<file path="src/rtl/mem_access_unit_if.sv">
// Request/acknowledge data-memory bus between the MEM-stage load/store engine and data memory.
// The master side holds a request stable until ack. The slave returns rdata in the same cycle as ack.
interface mem_access_unit_if;
  logic        dmem_req;
  logic        dmem_we;
  logic [3:0]  dmem_be;
  logic [31:0] dmem_addr;
  logic [31:0] dmem_wdata;
  logic        dmem_ack;
  logic [31:0] dmem_rdata;

  modport master (
    output dmem_req, dmem_we, dmem_be, dmem_addr, dmem_wdata,
    input  dmem_ack, dmem_rdata
  );

  modport slave (
    input  dmem_req, dmem_we, dmem_be, dmem_addr, dmem_wdata,
    output dmem_ack, dmem_rdata
  );
endinterface

</file>
<file path="src/rtl/mem_access_unit.sv">
// MEM-stage load/store engine with byte-lane alignment and bus request FSM; optional bus timeout under DMEM_TIMEOUT_EN.
// Latency: registered request one cycle after detect; load word on ReadDataM one cycle after ack (min 2-cycle stall).
// Backpressure: stallM holds IF..MEM while busy; holdM parks the FSM in DONE with outputs held.
module mem_access_unit #(
  parameter int          TIMEOUT_CYCLES = 64,
  parameter logic [31:0] ERR_DATA       = 32'hDEADBEEF
) (
  input  logic                     clk,
  input  logic                     rst,
  input  logic [31:0]              instrM,
  input  logic [31:0]              ALUOutM,
  input  logic [31:0]              WriteDataM,
  input  logic                     holdM,
  mem_access_unit_if.master        dmem,
  output logic [31:0]              ReadDataM,
  output logic [1:0]               MemAddrM,
  output logic                     stallM,
  output logic                     misalignM,
  output logic                     buserrM
);

  typedef enum logic [1:0] {IDLE, BUSY, DONE} stateT;

  typedef struct packed {
    logic        we;
    logic [3:0]  be;
    logic [31:0] addr;
    logic [31:0] wdata;
  } busReqT;

  stateT  state, stateNext;
  logic   memOp, isStore, accHalf, accWord, misaligned;
  logic   startAcc, timeoutHit;
  busReqT reqNext;

  logic [5:0] opcode;
  assign opcode = instrM[31:26];

  always_comb begin
    memOp   = 1'b0;
    isStore = 1'b0;
    accHalf = 1'b0;
    accWord = 1'b0;
    case (opcode)
      6'h20, 6'h24: memOp = 1'b1;
      6'h21, 6'h25: begin memOp = 1'b1; accHalf = 1'b1; end
      6'h23:        begin memOp = 1'b1; accWord = 1'b1; end
      6'h28:        begin memOp = 1'b1; isStore = 1'b1; end
      6'h29:        begin memOp = 1'b1; isStore = 1'b1; accHalf = 1'b1; end
      6'h2B:        begin memOp = 1'b1; isStore = 1'b1; accWord = 1'b1; end
      default:      memOp = 1'b0;
    endcase
  end

  assign misaligned = (accHalf & ALUOutM[0]) | (accWord & (|ALUOutM[1:0]));
  assign misalignM  = memOp & misaligned & (state == IDLE);

  // Little-endian lane placement; stores replicate data so the selected lanes carry it.
  always_comb begin
    reqNext.we    = isStore;
    reqNext.be    = 4'b1111;
    reqNext.addr  = {ALUOutM[31:2], 2'b00};
    reqNext.wdata = 32'h0;
    if (isStore) begin
      if (accWord) begin
        reqNext.wdata = WriteDataM;
      end else if (accHalf) begin
        reqNext.be    = ALUOutM[1] ? 4'b1100 : 4'b0011;
        reqNext.wdata = {2{WriteDataM[15:0]}};
      end else begin
        reqNext.be    = 4'b0001 << ALUOutM[1:0];
        reqNext.wdata = {4{WriteDataM[7:0]}};
      end
    end
  end

`ifdef DMEM_TIMEOUT_EN
  localparam int CntW = $clog2(TIMEOUT_CYCLES + 1);
  logic [CntW-1:0] toCnt;
  assign timeoutHit = ~dmem.dmem_ack && (toCnt == CntW'(TIMEOUT_CYCLES - 1));
`else
  logic unusedCfg;
  assign unusedCfg  = ^{ERR_DATA, TIMEOUT_CYCLES};
  assign timeoutHit = 1'b0;
  assign buserrM    = 1'b0;
`endif

  logic unusedInstr;
  assign unusedInstr = ^instrM[25:0];

  always_ff @(posedge clk) begin
    if (rst) state <= IDLE;
    else     state <= stateNext;
  end

  always_comb begin
    stateNext = state;
    stallM    = 1'b0;
    startAcc  = 1'b0;
    case (state)
      IDLE: begin
        if (memOp && !misaligned) begin
          stallM    = 1'b1;
          startAcc  = 1'b1;
          stateNext = BUSY;
        end
      end
      BUSY: begin
        stallM = 1'b1;
        if (dmem.dmem_ack || timeoutHit) stateNext = DONE;
      end
      DONE: begin
        if (!holdM) stateNext = IDLE;
      end
      default: stateNext = IDLE;
    endcase
  end

  always_ff @(posedge clk) begin
    if (rst) begin
      dmem.dmem_req   <= 1'b0;
      dmem.dmem_we    <= 1'b0;
      dmem.dmem_be    <= 4'b0;
      dmem.dmem_addr  <= 32'h0;
      dmem.dmem_wdata <= 32'h0;
      ReadDataM       <= 32'h0;
      MemAddrM        <= 2'b0;
`ifdef DMEM_TIMEOUT_EN
      toCnt           <= '0;
      buserrM         <= 1'b0;
`endif
    end else begin
      case (state)
        IDLE: begin
          if (startAcc) begin
            dmem.dmem_req   <= 1'b1;
            dmem.dmem_we    <= reqNext.we;
            dmem.dmem_be    <= reqNext.be;
            dmem.dmem_addr  <= reqNext.addr;
            dmem.dmem_wdata <= reqNext.wdata;
            MemAddrM        <= ALUOutM[1:0];
`ifdef DMEM_TIMEOUT_EN
            toCnt           <= '0;
`endif
          end
        end
        BUSY: begin
          if (dmem.dmem_ack) begin
            dmem.dmem_req <= 1'b0;
            ReadDataM     <= dmem.dmem_we ? 32'h0 : dmem.dmem_rdata;
          end
`ifdef DMEM_TIMEOUT_EN
          else if (timeoutHit) begin
            dmem.dmem_req <= 1'b0;
            ReadDataM     <= ERR_DATA;
            buserrM       <= 1'b1;
          end else begin
            toCnt <= toCnt + 1'b1;
          end
`endif
        end
        DONE: begin
`ifdef DMEM_TIMEOUT_EN
          if (!holdM) buserrM <= 1'b0;
`endif
        end
        default: ;
      endcase
    end
  end

endmodule

</file>
<file path="src/flat_wrapper.sv">
// flat-port wrapper written by rule: the top's interface ports become plain ports
module mem_access_unit_flat 
#(
  parameter int          TIMEOUT_CYCLES = 64,
  parameter logic [31:0] ERR_DATA       = 32'hDEADBEEF
)
  (clk, rst, instrM, ALUOutM, WriteDataM, holdM, ReadDataM, MemAddrM, stallM, misalignM, buserrM, dmem_dmem_req, dmem_dmem_we, dmem_dmem_be, dmem_dmem_addr, dmem_dmem_wdata, dmem_dmem_ack, dmem_dmem_rdata);
  mem_access_unit_if dmem_i ();
  input  logic clk;
  input  logic rst;
  input  logic [31:0] instrM;
  input  logic [31:0] ALUOutM;
  input  logic [31:0] WriteDataM;
  input  logic holdM;
  output logic [31:0] ReadDataM;
  output logic [1:0] MemAddrM;
  output logic stallM;
  output logic misalignM;
  output logic buserrM;
  output wire logic [$bits(dmem_i.dmem_req)-1:0] dmem_dmem_req;
  output wire logic [$bits(dmem_i.dmem_we)-1:0] dmem_dmem_we;
  output wire logic [$bits(dmem_i.dmem_be)-1:0] dmem_dmem_be;
  output wire logic [$bits(dmem_i.dmem_addr)-1:0] dmem_dmem_addr;
  output wire logic [$bits(dmem_i.dmem_wdata)-1:0] dmem_dmem_wdata;
  input wire logic [$bits(dmem_i.dmem_ack)-1:0] dmem_dmem_ack;
  input wire logic [$bits(dmem_i.dmem_rdata)-1:0] dmem_dmem_rdata;
  assign dmem_dmem_req = dmem_i.dmem_req;
  assign dmem_dmem_we = dmem_i.dmem_we;
  assign dmem_dmem_be = dmem_i.dmem_be;
  assign dmem_dmem_addr = dmem_i.dmem_addr;
  assign dmem_dmem_wdata = dmem_i.dmem_wdata;
  assign dmem_i.dmem_ack = dmem_dmem_ack;
  assign dmem_i.dmem_rdata = dmem_dmem_rdata;
  mem_access_unit #(.TIMEOUT_CYCLES(TIMEOUT_CYCLES), .ERR_DATA(ERR_DATA)) u_core (.clk(clk), .rst(rst), .instrM(instrM), .ALUOutM(ALUOutM), .WriteDataM(WriteDataM), .holdM(holdM), .dmem(dmem_i), .ReadDataM(ReadDataM), .MemAddrM(MemAddrM), .stallM(stallM), .misalignM(misalignM), .buserrM(buserrM));
endmodule
</file>
<file path="config.mk">
export PLATFORM = sky130hd
export DESIGN_NAME = mem_access_unit_flat
export DESIGN_NICKNAME = d
export VERILOG_FILES = /design/src/rtl/mem_access_unit_if.sv /design/src/rtl/mem_access_unit.sv /design/src/flat_wrapper.sv
export SDC_FILE = /design/constraint.sdc
export NUM_CORES = 1
export LEC_CHECK = 0
export BUFFER_PORTS_ARGS = -buffer_cell sky130_fd_sc_hd__buf_4
export CORE_MARGIN = 3
export CORE_UTILIZATION = 46
export DETAILED_ROUTE_END_ITERATION = 8
export PLACE_DENSITY = 0.83
export RECOVER_POWER = 50
export SETUP_SLACK_MARGIN = 0.5
export SLEW_MARGIN = 30
export SYNTH_ARGS = -nofsm -noshare
export SYNTH_HDL_FRONTEND = slang
export SYNTH_SLANG_ARGS = --single-unit
export TNS_END_PERCENT = 10
</file>
<file path="constraint.sdc">
create_clock -name clk -period 4.2 [get_ports clk]
set_clock_uncertainty 0.1 [all_clocks]
set_input_delay 0.42 -clock clk [delete_from_list [all_inputs] [get_ports clk]]
set_output_delay 0.42 -clock clk [all_outputs]
set_load 0.02 [all_outputs]
</file>
After elaboration in Yosys (flattened, before gate mapping)
Index checks and enable logic that the tools add are counted.

storage, ports and cells
  logic and storage cells = 63
  flip-flop bits (word level) = 104
  output and inout bits = 107
  input bits = 132

cells by class
  mux-type cells = 22
  bitwise logic cells = 5
  equal/unequal tests = 14
  reduce and logical (&&, ||, !) cells = 13
  shift-type cells = 1

operator list
  kind                                                                     number
  32-bit 2-to-1 mux                                                        4
  6-bit == test, second input constant                                     8
  4-bit 2-to-1 mux                                                         4
  1-bit 2-to-1 mux                                                         8
  8-bit OR reduction                                                       1
  2-bit 2-to-1 mux                                                         3
  2-bit inequality test, second input constant                             3
  2-bit one-hot mux with 3 select lines                                    1
  3-bit AND reduction                                                      2
  3-bit OR reduction                                                       2
  1-bit bitwise AND                                                        4
  1-bit one-hot mux with 2 select lines                                    2
  2-bit AND reduction                                                      2
  2-bit OR reduction                                                       2
  1-bit by 2-bit << shifter with 4-bit output, first input constant        1
  2-bit by 1-bit == test with 1-bit output, second input constant          1
  2-bit == test, second input constant                                     1
  2-bit zero test                                                          1
  2-bit by 1-bit inequality test with 1-bit output, second input constant  1
  2-bit nonzero test                                                       1
  1-bit logical AND                                                        1
  1-bit zero test                                                          1
  1-bit bitwise OR                                                         1

Logic depth before layout (Yosys ltp)
  depth in word-level cells = 11
  depth in mapped cells = 7
  gate-level depth less buffers = 4

Worst setup path after synthesis
No wires, ideal clock.

  path type = input to output
  start point = input instrM[30]
  end point = output misalignM
  path slack = 1886 ps
  buffers on the path = 1
  data required time = 3680 ps
  cell stages on the path = 4
  arrival time = 1794 ps
  cells stage by stage = or3b_4 a2111o_1 clkbuf_1 a21oi_1

between the ends
  longest elaborated chain between the ends = 7
  elaborated cells on any way between the ends = 19
  classes of those cells = eq/ne (8); mux (3); bitwise (5); reduce/logical (3)

RTL lines
  element                                                             RTL line               text
  start: declaration                                                  flat_wrapper.sv:11     input logic [31:0] instrM;
  6-bit == test                                                       mem_access_unit.sv:44  case (opcode)
  3-bit OR reduction (no line) or 2-bit OR reduction (tied branches)  n/a
  1-bit 2-to-1 mux                                                    mem_access_unit.sv:44
  1-bit bitwise AND                                                   mem_access_unit.sv:55  assign misaligned = (accHalf & ALUOutM[0]) | (accWord & (|ALUOutM[1:0]));
  1-bit bitwise OR                                                    mem_access_unit.sv:55
  1-bit bitwise AND (*) (2 in series)                                 mem_access_unit.sv:56  assign misalignM = memOp & misaligned & (state == IDLE);
  end: declaration                                                    flat_wrapper.sv:18     output logic misalignM;

Mark *: on every way between the ends. The rest lies on a longest branch, timed or not.

Worst setup path after layout
  start point = register u_core.state[1]
  end point = register u_core.ReadDataM[29]

between the ends
  longest elaborated chain between the ends = 2

RTL lines
  element                                   RTL line                text
  start: declaration                        mem_access_unit.sv:31   stateT state, stateNext;
  start signal: assignment                  mem_access_unit.sv:93   else state <= stateNext;
  2-bit by 1-bit == test with 1-bit output  mem_access_unit.sv:133  case (state)
  2-bit AND reduction (no line)             n/a
  end signal: assignment                    mem_access_unit.sv:150  ReadDataM <= dmem.dmem_we ? 32'h0 : dmem.dmem_rdata;
  end: declaration                          mem_access_unit.sv:15   output logic [31:0] ReadDataM,

Every way passes these cells.
A chain may end at the register's enable or synchronous reset.

==> results.toml <==
[status]
outcome = "finished, violations left"
violations = "capacitance limit, slew limit"

[finish]
final_core_util_pct = 61.9
drive_above_1_share_pct = 20.8
nNetsFinal = 838
insertedDiodeCount = 0
final_cells = 844
nFillCells = 953
syn_to_final_growth_pct = 30.1

[yosys]
synth.area.mux_share_pct = 3.86
synth_xor_area_share_pct = 0
netlist.area_leader.share_pct = 44.6
synth-simple-area-share_pct = 20.3
ys_ff_latch = 104
synth.avg_cell_area_um2 = 8.68
synth_area_leader_cell = "dfxtp_1"
synth_top_family_by_area = "compound AO/OA/AOI/OAI gates"
synthAdderAreaFrac_pct = 0
yosysSeqAreaShare_pct = 44.6
yosysUniqueCellTypes = 41
netlist_instances = 538
synth_compound_area_share_pct = 25.2
synth.top_cells.by_area = "dfxtp_1, o31ai_1, a21oi_1"
yosysWarnings = 0
synthesis.area_um2 = 4670

[place]
place.gp.congestion = 0.814
dp_cells = 828
numPortBuffers = 209
hpwl_mm = 10.1

[route]
totalWireLength_mm = 14.6
route.detailed.drc = 0
drt_first_pass_iters = 5
drt_iter0_markers = 398
vias_per_cell = 5.86
wire_per_inst_um = 17.3
postRouteAntennaNets = 0
vias = 4943

[cts]
cts.htree.levels = 3
cts_tree = "done"
cts_setup_buffers = 0
insertion_delay_ns = 0.36
cts_sinks = 104
cts_root_buf = "clkbuf_8"
tritoncts.num_buffers = 9
cts_hold_buf = 0
post_cts_resized = 0
clkTransAtPathRegs_ns = 0.11
cts_buffer_depth = 2

[floorplan]
die_w_um = 107
dieHeight_um = 107
core-area_um2 = 9820
pin_count = 239
fp-row-count = 36
start_util_pct = 47.5
dieArea_um2 = 11400

[power_and_ir_drop]
fin_total_pwr_w = 0.00192
ir_drop_mv = 0.161
switchingPower_w = 0.000516
p_leak_nw = 2.28
seq_power_share_pct = 53.0
p_per_area_nw_per_um2 = 316
switching_share_pct = 26.9
intPower_w = 0.00140
combPwrFrac_pct = 13.3
clockPowerShare_pct = 33.7

[global_route]
grt_first_pass_wirelength_mm = 22.7
grt_pass1_vias = 4529
antenna_found_initial = 0
overflow = 0
grt_max_degree = 78
grt.total_usage_pct = 24.3

[timing]
whs_ns = 0.201
period_minus_slack_ns = 3.02
fmax_ghz = 0.332
tns_ns = 0
rsz0062_at_grt = "false"
hold_viol = 0
slew_viol_final = 67
worstMarginPinSlew_ns = 2.51
fin_crit_sh_pct = 71.8
setup_violations = 0
relSlewSlack_pct = -67.3

[critical_path]
crit_type = "reg -> reg"
path_max_fanout = 66
crit_path_end_kind = "register"
crit_path_start_kind = "register"
critPathRequiredTime_ns = 4.32
worstPathArrival_ns = 3.14

[worst_hold_path]
min_path_type = "in -> reg"

[job]
drv_cap = 1
-- registers in the layout, summed over array words and instances, names as in the netlist --
name and flops:
u_core.state 2, u_core.dmem.dmem_wdata 32, u_core.dmem.dmem_be 4, u_core.ReadDataM 32, u_core.MemAddrM 2, u_core.dmem.dmem_req 1, u_core.dmem.dmem_addr 30, u_core.dmem.dmem_we 1
-- kinds of logic after synthesis --
group           Yosys count
flops                   104
buf+inv                  68
mux                      17
compound gates          178
simple gates            170
other cells               1
-- worst paths after layout --
check	startpoint	slack [ns]	depth (start not counted)	end
hold reg to reg	u_core.dmem.dmem_req	0.36	2	u_core.dmem.dmem_req
hold / removal	ALUOutM[3]	0.20	3	u_core.dmem.dmem_addr[3]
setup / recovery	u_core.state[1]	1.18	5	u_core.ReadDataM[29]
setup reg to reg	u_core.state[1]	1.18	5	u_core.ReadDataM[29]
-- synth_stat cells (all sizes together) --
library cell  number
a2111oi            1
nand3              5
nor2              41
nand4b             1
nor4b              1
nor2b              9
nand2             25
o31ai             47
clkbuf            51
and3               9
nor4               3
buf               13
o311ai            16
o211a              1
a2111o             1
a21oi             67
nand2b             2
and3b              1
o311a              2
o2111ai            1
mux2i              9
dfxtp            104
o21ai             18
conb               1
nor3               2
nand4             32
nor3b             33
a31oi              2
a31o               3
or3b               1
nand3b             1
o211ai             1
a22oi              8
mux2               8
nor4bb             1
a211oi            10
inv                4
and2               3
-- power by group through the flow --
stage | logic [W] | clock network [W] | registers [W]
floorplan | 0.000109 | 0 | 0.00106
global placement | 0.000261 | 0 | 0.00104
detailed placement | 0.000268 | 0 | 0.00104
CTS | 0.000269 | 0.000660 | 0.00102
global route | 0.000274 | 0.000701 | 0.00102
finish | 0.000255 | 0.000646 | 0.00102
-- cell usage in the layout (no fill, tap or decap), drive strengths merged, types with 2 or more instances in the layout --
cell / instances
conb: 3
inv: 8
a31oi: 2
o311a: 2
and2: 3
mux2: 8
and3: 9
o311ai: 16
nand2: 25
a211oi: 10
nor3: 2
a21oi: 67
buf: 117
nor4: 3
o31ai: 47
mux2i: 9
nor2: 41
nand3: 5
a22oi: 8
nor3b: 33
clkinv: 2
clkbuf: 111
nand4: 32
nand2b: 2
nor2b: 9
a31o: 3
dfxtp: 104
o21ai: 18
-- stage by stage --
step           instance area (µm²)  worst slack (ns)
6_report                      6070              1.18
5_1_grt                       6070             0.761
3_5_place_dp                  6240             0.938
3_3_place_gp                  6240              1.01
2_1_floorplan                 4680              1.89
4_1_cts                       6440              1.13
-- cell type report --
| type | instances | area [µm²] | area share (%) |
|---|---|---|---|
| Tap cell | 133 | 166 | 2.74 |
| Sequential cell | 104 | 2080 | 34.3 |
| Clock inverter | 7 | 75.1 | 1.24 |
| Clock buffer | 9 | 124 | 2.04 |
| Inverter | 4 | 15.0 | 0.247 |
| Multi-Input combinational cell | 368 | 2350 | 38.7 |
| Timing Repair Buffer | 219 | 1260 | 20.8 |
-- critical path, stage by stage (launching register included) --
cell and delay (ns):
dfxtp_1 0.40, nand3b_1 0.12, clkbuf_1 1.77, nor3b_1 0.17
a21oi_1 0.21, nor2_1 0.07
-- layer usage --
layer,global-route usage [%],part of all wire [%]
met1,30.0,40
met2,41.1,50
met3,5.54,7.6
met4,9.59,2.8
met5,0,0
(Power assumes the default switching activity.)
